File: src/rtl/mux_scan_sequencer.sv
// Scan sequencer for a switch-level 4:1 mux: walks the selects, waits out the
// settle time, samples w per channel and presents the packed word on valid/ready.
`timescale 1ns/1ps

module mux_scan_sequencer #(
   parameter int SETTLE_CYCLES = 2,
   parameter int CNT_W         = 4
) (
   input  logic       clk,
   input  logic       rst,
   input  logic       start,
   input  logic       continuous,
   input  logic       mux_w,
   input  logic       ready,
   output logic       s1,
   output logic       s0,
   output logic [3:0] data,
   output logic       valid,
   output logic       busy,
   output logic       err
);

   typedef enum logic [1:0] {
      IDLE,
      SETTLE,
      SAMPLE,
      DONE
   } state_t;

   localparam logic [CNT_W-1:0] RELOAD = CNT_W'(SETTLE_CYCLES - 1);

   state_t           state;
   state_t           state_next;
   logic [1:0]       idx;
   logic [1:0]       idx_next;
   logic [CNT_W-1:0] counter;
   logic [CNT_W-1:0] counter_next;
   logic [3:0]       shadow;
   logic [3:0]       shadow_next;
   logic [3:0]       data_next;
   logic             valid_next;
   logic             busy_next;
   logic             err_next;
   logic             sample_bit;
   logic             sample_bad;

   // Anything other than a clean 0/1 on w (X or Z) is stored as 0 and flagged.
   assign sample_bit = (mux_w === 1'b1);
   assign sample_bad = (mux_w !== 1'b0) && (mux_w !== 1'b1);

   assign s1 = idx[1];
   assign s0 = idx[0];

   always_ff @(posedge clk or negedge rst) begin
      if (!rst) begin
         state   <= IDLE;
         idx     <= 2'd0;
         counter <= '0;
         shadow  <= 4'd0;
         data    <= 4'd0;
         valid   <= 1'b0;
         busy    <= 1'b0;
         err     <= 1'b0;
      end else begin
         state   <= state_next;
         idx     <= idx_next;
         counter <= counter_next;
         shadow  <= shadow_next;
         data    <= data_next;
         valid   <= valid_next;
         busy    <= busy_next;
         err     <= err_next;
      end
   end

   always_comb begin
      state_next   = state;
      idx_next     = idx;
      counter_next = counter;
      shadow_next  = shadow;
      data_next    = data;
      valid_next   = valid;
      err_next     = err;

      unique case (state)
         IDLE: begin
            if (start) begin
               idx_next     = 2'd0;
               counter_next = RELOAD;
               err_next     = 1'b0;
               state_next   = SETTLE;
            end
         end

         SETTLE: begin
            if (counter == '0) begin
               state_next = SAMPLE;
            end else begin
               counter_next = counter - 1'b1;
            end
         end

         SAMPLE: begin
            shadow_next[idx] = sample_bit;
            if (sample_bad) begin
               err_next = 1'b1;
            end
            // The last channel goes straight into the word; idx parks at 3 until handoff.
            if (idx != 2'd3) begin
               idx_next     = idx + 2'd1;
               counter_next = RELOAD;
               state_next   = SETTLE;
            end else begin
               data_next  = {sample_bit, shadow[2:0]};
               valid_next = 1'b1;
               state_next = DONE;
            end
         end

         DONE: begin
            if (ready) begin
               valid_next = 1'b0;
               idx_next   = 2'd0;
               if (continuous) begin
                  err_next     = 1'b0;
                  counter_next = RELOAD;
                  state_next   = SETTLE;
               end else begin
                  state_next = IDLE;
               end
            end
         end

         default: begin
            state_next = IDLE;
         end
      endcase

      busy_next = (state_next != IDLE);
   end

endmodule

File: config.mk
export PLATFORM = sky130hd
export DESIGN_NAME = mux_scan_sequencer
export DESIGN_NICKNAME = d
export VERILOG_FILES = /design/src/rtl/mux_scan_sequencer.sv
export SDC_FILE = /design/constraint.sdc
export NUM_CORES = 1
export LEC_CHECK = 0
export CAP_MARGIN = 20
export CORE_UTILIZATION = 52
export CTS_CLUSTER_DIAMETER = 120
export CTS_CLUSTER_SIZE = 20
export DETAILED_ROUTE_END_ITERATION = 8
export HOLD_SLACK_MARGIN = 0.08
export PLACE_DENSITY = 0.81
export SYNTH_ARGS = -nofsm -noshare
export SYNTH_HDL_FRONTEND = slang
export SYNTH_SLANG_ARGS = --single-unit
File: constraint.sdc
create_clock -name clk -period 2.3 [get_ports clk]
set_clock_uncertainty 0.2 [all_clocks]
set_input_delay 0.46 -clock clk [delete_from_list [all_inputs] [get_ports clk]]
set_output_delay 0.46 -clock clk [all_outputs]
set_load 0.02 [all_outputs]
Yosys cells after proc, flatten, opt, wreduce, memory -nomap -nowiden:

Cells that the tools add are included.
W data, S select, Z words.

* output and inout bits: 9
* bits in registers: 19

* $lt $le $gt $ge: 2
* reductions and logical operators: 12
* add/subtract/negate cells: 2
* equality and inequality tests: 14
* muxes and demuxes: 27
* bitwise logic cells: 1

Operators with widths (number)
* $mux W4: 5
* $ne A2 B2 Y1 const B: 8
* $pmux W4 S4: 1
* $mux W2: 7
* $reduce_and A5 Y1: 2
* $mux W1: 8
* $pmux W2 S4: 1
* $pmux W2 S3: 1
* $bwmux W4: 1
* $eq A2 B2 Y1 const B: 2
* $logic_not A4 Y1: 1
* $reduce_and A4 Y1: 1
* $reduce_bool A2 Y1: 2
* $sub A4 B1 Y4 const B: 1
* $lt A2 B3 Y1 const B: 1
* $pmux W1 S3: 1
* $reduce_and A3 Y1: 1
* $reduce_bool A3 Y1: 1
* $add A2 B1 Y2 const B: 1
* $demux W1 S2: 1
* $eq A2 B1 Y1 const B: 1
* $ge A2 B1 Y1 const B: 1
* $logic_and A1 B1 Y1: 2
* $logic_not A2 Y1: 1
* other kinds (5): 6

Logic depth before layout (Yosys ltp):

* word-level depth: 5
* depth in mapped cells: 7

Worst setup path after synthesis:

Ideal clock, no wire load.

* kind: register to register
* start point: reg state[0]
* end point: reg busy
* cell stages (with the launch flop): 8
* library setup time: 0.124 ns
* setup slack: 0.494 ns
* required time: 1.976 ns
* data arrival time: 1.482 ns
* buffers on the path: 1
* path through: dfrtp_1 > inv_1 > ha_1 > buf_6 > a311o_1 > a21oi_1 > a21oi_1 > or2_1

* cells in the longest elaborated chain, start to end: 3
* elaborated cells on any way between the ends: 9

RTL lines
* start, declared: line 32 `state_t state;`
* start signal, assigned: line 65 `state <= state_next;`
* $eq A2 B2 Y1 (tied with other cells): line 85 `unique case (state)`
* $pmux W2 S4 (*): line 85
* via state_next[0]: line 33 `state_t state_next;`
* $reduce_bool A2 Y1 (*): line 139 `busy_next = (state_next != IDLE);`
* via busy_next: line 42 `logic busy_next;`
* end signal, assigned: line 71 `busy <= busy_next;`
* end, declared: line 19 `output logic busy,`

The timed path passes the listed nets; every way through them passes the cells marked *.
A chain may end at the register's enable or synchronous reset.

Final worst setup path:

* start point: reg idx[1]
* end point: out s1

RTL lines
* start, declared: line 34 `logic [1:0] idx;`
* start signal, assigned: line 66 `idx <= idx_next;`
* end, declared: line 15 `output logic s1,`

No word-level cell between the ends.

==> impl_metrics.py <==
metrics = {
    "power": {
        "vdd_ir_drop_max_mv": 0.625,
        "totalPowerFinal_mw": 1.34,
        "power.combinational.fraction_pct": 47.3,
        "power.net_switching_uw": 523,
        "clkPwrFrac_pct": 14.6,
        "intPower_uw": 817,
        "powerDensity_nw_per_um2": 1120,
        "netSwitchingFraction_pct": 39.0,
        "static-leakage-power_nw": 0.531,
        "seq_power_share_pct": 38.1,
    },
    "floorplanning": {
        "die-width_um": 45.8,
        "placementRows": 15,
        "die-area_um2": 2100,
        "num_io_pins": 15,
        "core_area_um2": 1760,
        "starting_density_of_the_core_pct": 56.5,
        "die_y_um": 45.8,
    },
    "critical_path": {
        "cp_max_stage_delay_ns": 0.63,
        "critical_path.cell_chain": "clkdlybuf4s50_1",
        "worst_path_dominant_cell_family": "buffers and inverters",
        "reg2reg_from": "state[0]$_DFF_PN0_",
        "critical_path_depth": 1,
        "critical_path.slowest_cell": "clkdlybuf4s50_1",
        "timing.critical_path.required_ns": 1.64,
        "largest_fanout_on_the_critical_path": 5,
        "worst_path_arrival_ns": 1.37,
        "crit_end": "s1",
        "end_kind": "output port",
        "timing.critical_path.from": "idx[1]$_DFFE_PN0P_",
        "timing.rr.end": "counter[1]$_DFFE_PN0P_",
        "reg2reg_setup_slack_ns": 0.30,
        "criticalPathCategory": "flop to output port",
        "r2r.worst_path.cells": 6,
        "startpoint_type": "flop",
        "crit_buf_inv": 1,
    },
    "cells_and_area": {
        "post_route_cells_drive_above_1_share_pct": 12.7,
        "flow.area_growth_from_synthesis_pct": 20.5,
        "regArea_um2": 450,
        "final_area_um2": 1200,
        "finish.net_count": 128,
        "layout.core_utilization_pct": 68.1,
        "number_of_antenna_cells_inserted": 0,
        "multi_input_area_um2": 509,
        "filler_cell_count": 143,
    },
    "detailed_routing": {
        "first_iter_violations": 2,
        "drtAntennaViolNets": 0,
        "detail_route.vias_per_cell": 5.41,
        "vias_after_detailed_routing": 730,
        "detailedRoute.firstPassIterationCount": 4,
        "detail_route.drc_violations": 0,
        "drt_wl_total_um": 1780,
        "routed_wire_length_per_instance_um": 13.2,
    },
    "clock_network": {
        "clkSinkCount": 18,
        "clock-root-buffer": "clkbuf_4",
        "cts-hold-fix-buffers": 0,
        "clock_path_buffers": 2,
        "clk_pin_slew_ns": 0.10,
        "post_cts.repair.setup_buffers": 0,
        "cts_resized": 0,
        "cts_inserted_buffers": 3,
        "clk-insertion-delay-late_ns": 0.30,
        "cts_tree": "done",
        "ctsHtreeMaxLevel": 1,
    },
    "global_route": {
        "antenna_found_initial": 0,
        "grt_start_max_net_pins": 19,
        "grt_pass1_wl_um": 2990,
        "globalRouteTotalUtil_pct": 20.4,
        "grt_pass1_vias": 716,
        "grt.overflow.total": 0,
    },
    "synthesis": {
        "synth.yosys.seq_area_share_pct": 45.2,
        "yosys.cell_types.count": 28,
        "post_synth_instance_area_um2": 997,
        "synth_seq_cells": 18,
        "synth_cells": 92,
        "syn-num-nets": 109,
        "synthesis.yosys.warnings": 0,
        "synth.avg_cell_area_um2": 10.8,
    },
    "sta": {
        "worst_pin_slew_ns": 0.337,
        "final-hold-violation-count": 0,
        "fmax_mhz": 493,
        "slew_violations": 0,
        "post-route-period-util_pct": 88.2,
        "max-slew-margin-rel_pct": 77.5,
        "post-route-min-period_ns": 2.03,
        "rsz0062_at_grt": "false",
        "setup_total_negative_slack_ns": 0,
        "finalSetupViolations": 0,
    },
    "placed_design": {
        "port_buffers": 14,
        "dpl-instance-area_um2": 1160,
        "place.gp.congestion": 0.837,
        "dp.final_hpwl_um": 1350,
    },
    "status": {
        "run_status": "completed",
    },
    "min_path": {
        "worst_hold_path_type": "input port to async pin",
    },
    "run": {
        "maxCapViolations": 0,
    },
}
## power by group through the flow
stage	registers, mW	clock network [mW]	logic (mW)
after floorplan	0.541	0	0.415
final	0.510	0.196	0.635
after detailed placement	0.515	0	0.636
after CTS	0.509	0.201	0.639
after global placement	0.510	0	0.611
after global routing	0.526	0.210	0.713
## registers in the layout, summed over array words and instances (netlist names)
| name | cells |
|---|---|
| busy | 1 |
| counter | 4 |
| data | 4 |
| err | 1 |
| idx | 2 |
| shadow | 3 |
| state | 2 |
| valid | 1 |
## layout make-up
cell class,count,area share (%)
multi-input combinational,66,42.4
sequential,18,37.5
timing repair buffer,15,12.3
clock buffer,4,3.02
tap,25,2.60
inverter,7,2.19
## stage by stage
step | instances | hold WS (ns) | setup slack (ns)
after floorplan | 92 | -0.0356 | 0.494
after CTS | 135 | 0.294 | 0.264
after detailed placement | 131 | 0.277 | 0.208
after global routing | 135 | 0.310 | 0.117
final | 135 | 0.288 | 0.272
after global placement | 131 | 0.270 | 0.267
## placed cells by master (no fill, tap or decap), types with 2 or more instances in the layout
cell type and count:
a21oi_1 2, clkbuf_4 3, clkdlybuf4s50_1 14, dfrtp_1 18
ha_1 11, inv_1 7, mux2_2 7, nand2_1 8
nand2b_1 5, nand4b_1 2, nor2b_1 5, o21ai_0 7
o21ai_1 2, or2_1 2
## worst min-delay path by stage
stage	to	slack, ns	depth (start not counted)
6_report	valid$_DFFE_PN0P_	0.29	2
5_1_grt	state[1]$_DFF_PN0_	0.31	2
4_1_cts	state[1]$_DFF_PN0_	0.29	2
3_5_place_dp	err$_DFFE_PN0P_	0.28	1
3_3_place_gp	err$_DFFE_PN0P_	0.27	1
2_1_floorplan	busy$_DFF_PN0_	-0.04	0
## routing by layer
metal,GRT usage [%],wire length (µm),part of all wire [%]
met5,0,0,0
met4,10.6,35,2.0
met1,23.9,779,44
met2,35.1,876,49
met3,3.97,84,4.7
## cell families (layout without fill, tap and decap cells)
kind of cell	count (synthesis)	after routing	share of synthesized area, %
buf+inv	8	26	3.76
flops	18	18	45.2
compound gates	18	18	11.5
mux	9	9	10.0
simple gates	28	28	15.7
fa+ha+maj	11	11	13.8
## Yosys cell counts, drive strengths merged
cell type	n	area [µm²]
buf	1	11.3
a311o	1	10.0
dfrtp	18	450
mux2i	1	10.0
nor2	1	3.75
mux2	8	90.1
nand2b	5	31.3
inv	7	26.3
a21oi	2	10.0
nand4	1	6.26
nand4b	2	17.5
nor3b	1	7.51
ha	11	138
nor3	1	5.00
a21o	1	7.51
o2bb2ai	1	8.76
o221ai	1	8.76
nor2b	5	31.3
a22o	1	8.76
nand3	1	5.00
o21ai	10	53.8
a21boi	1	7.51
or2	2	12.5
nand2	9	36.3
No activity file was read; power rests on OpenSTA's default activity.
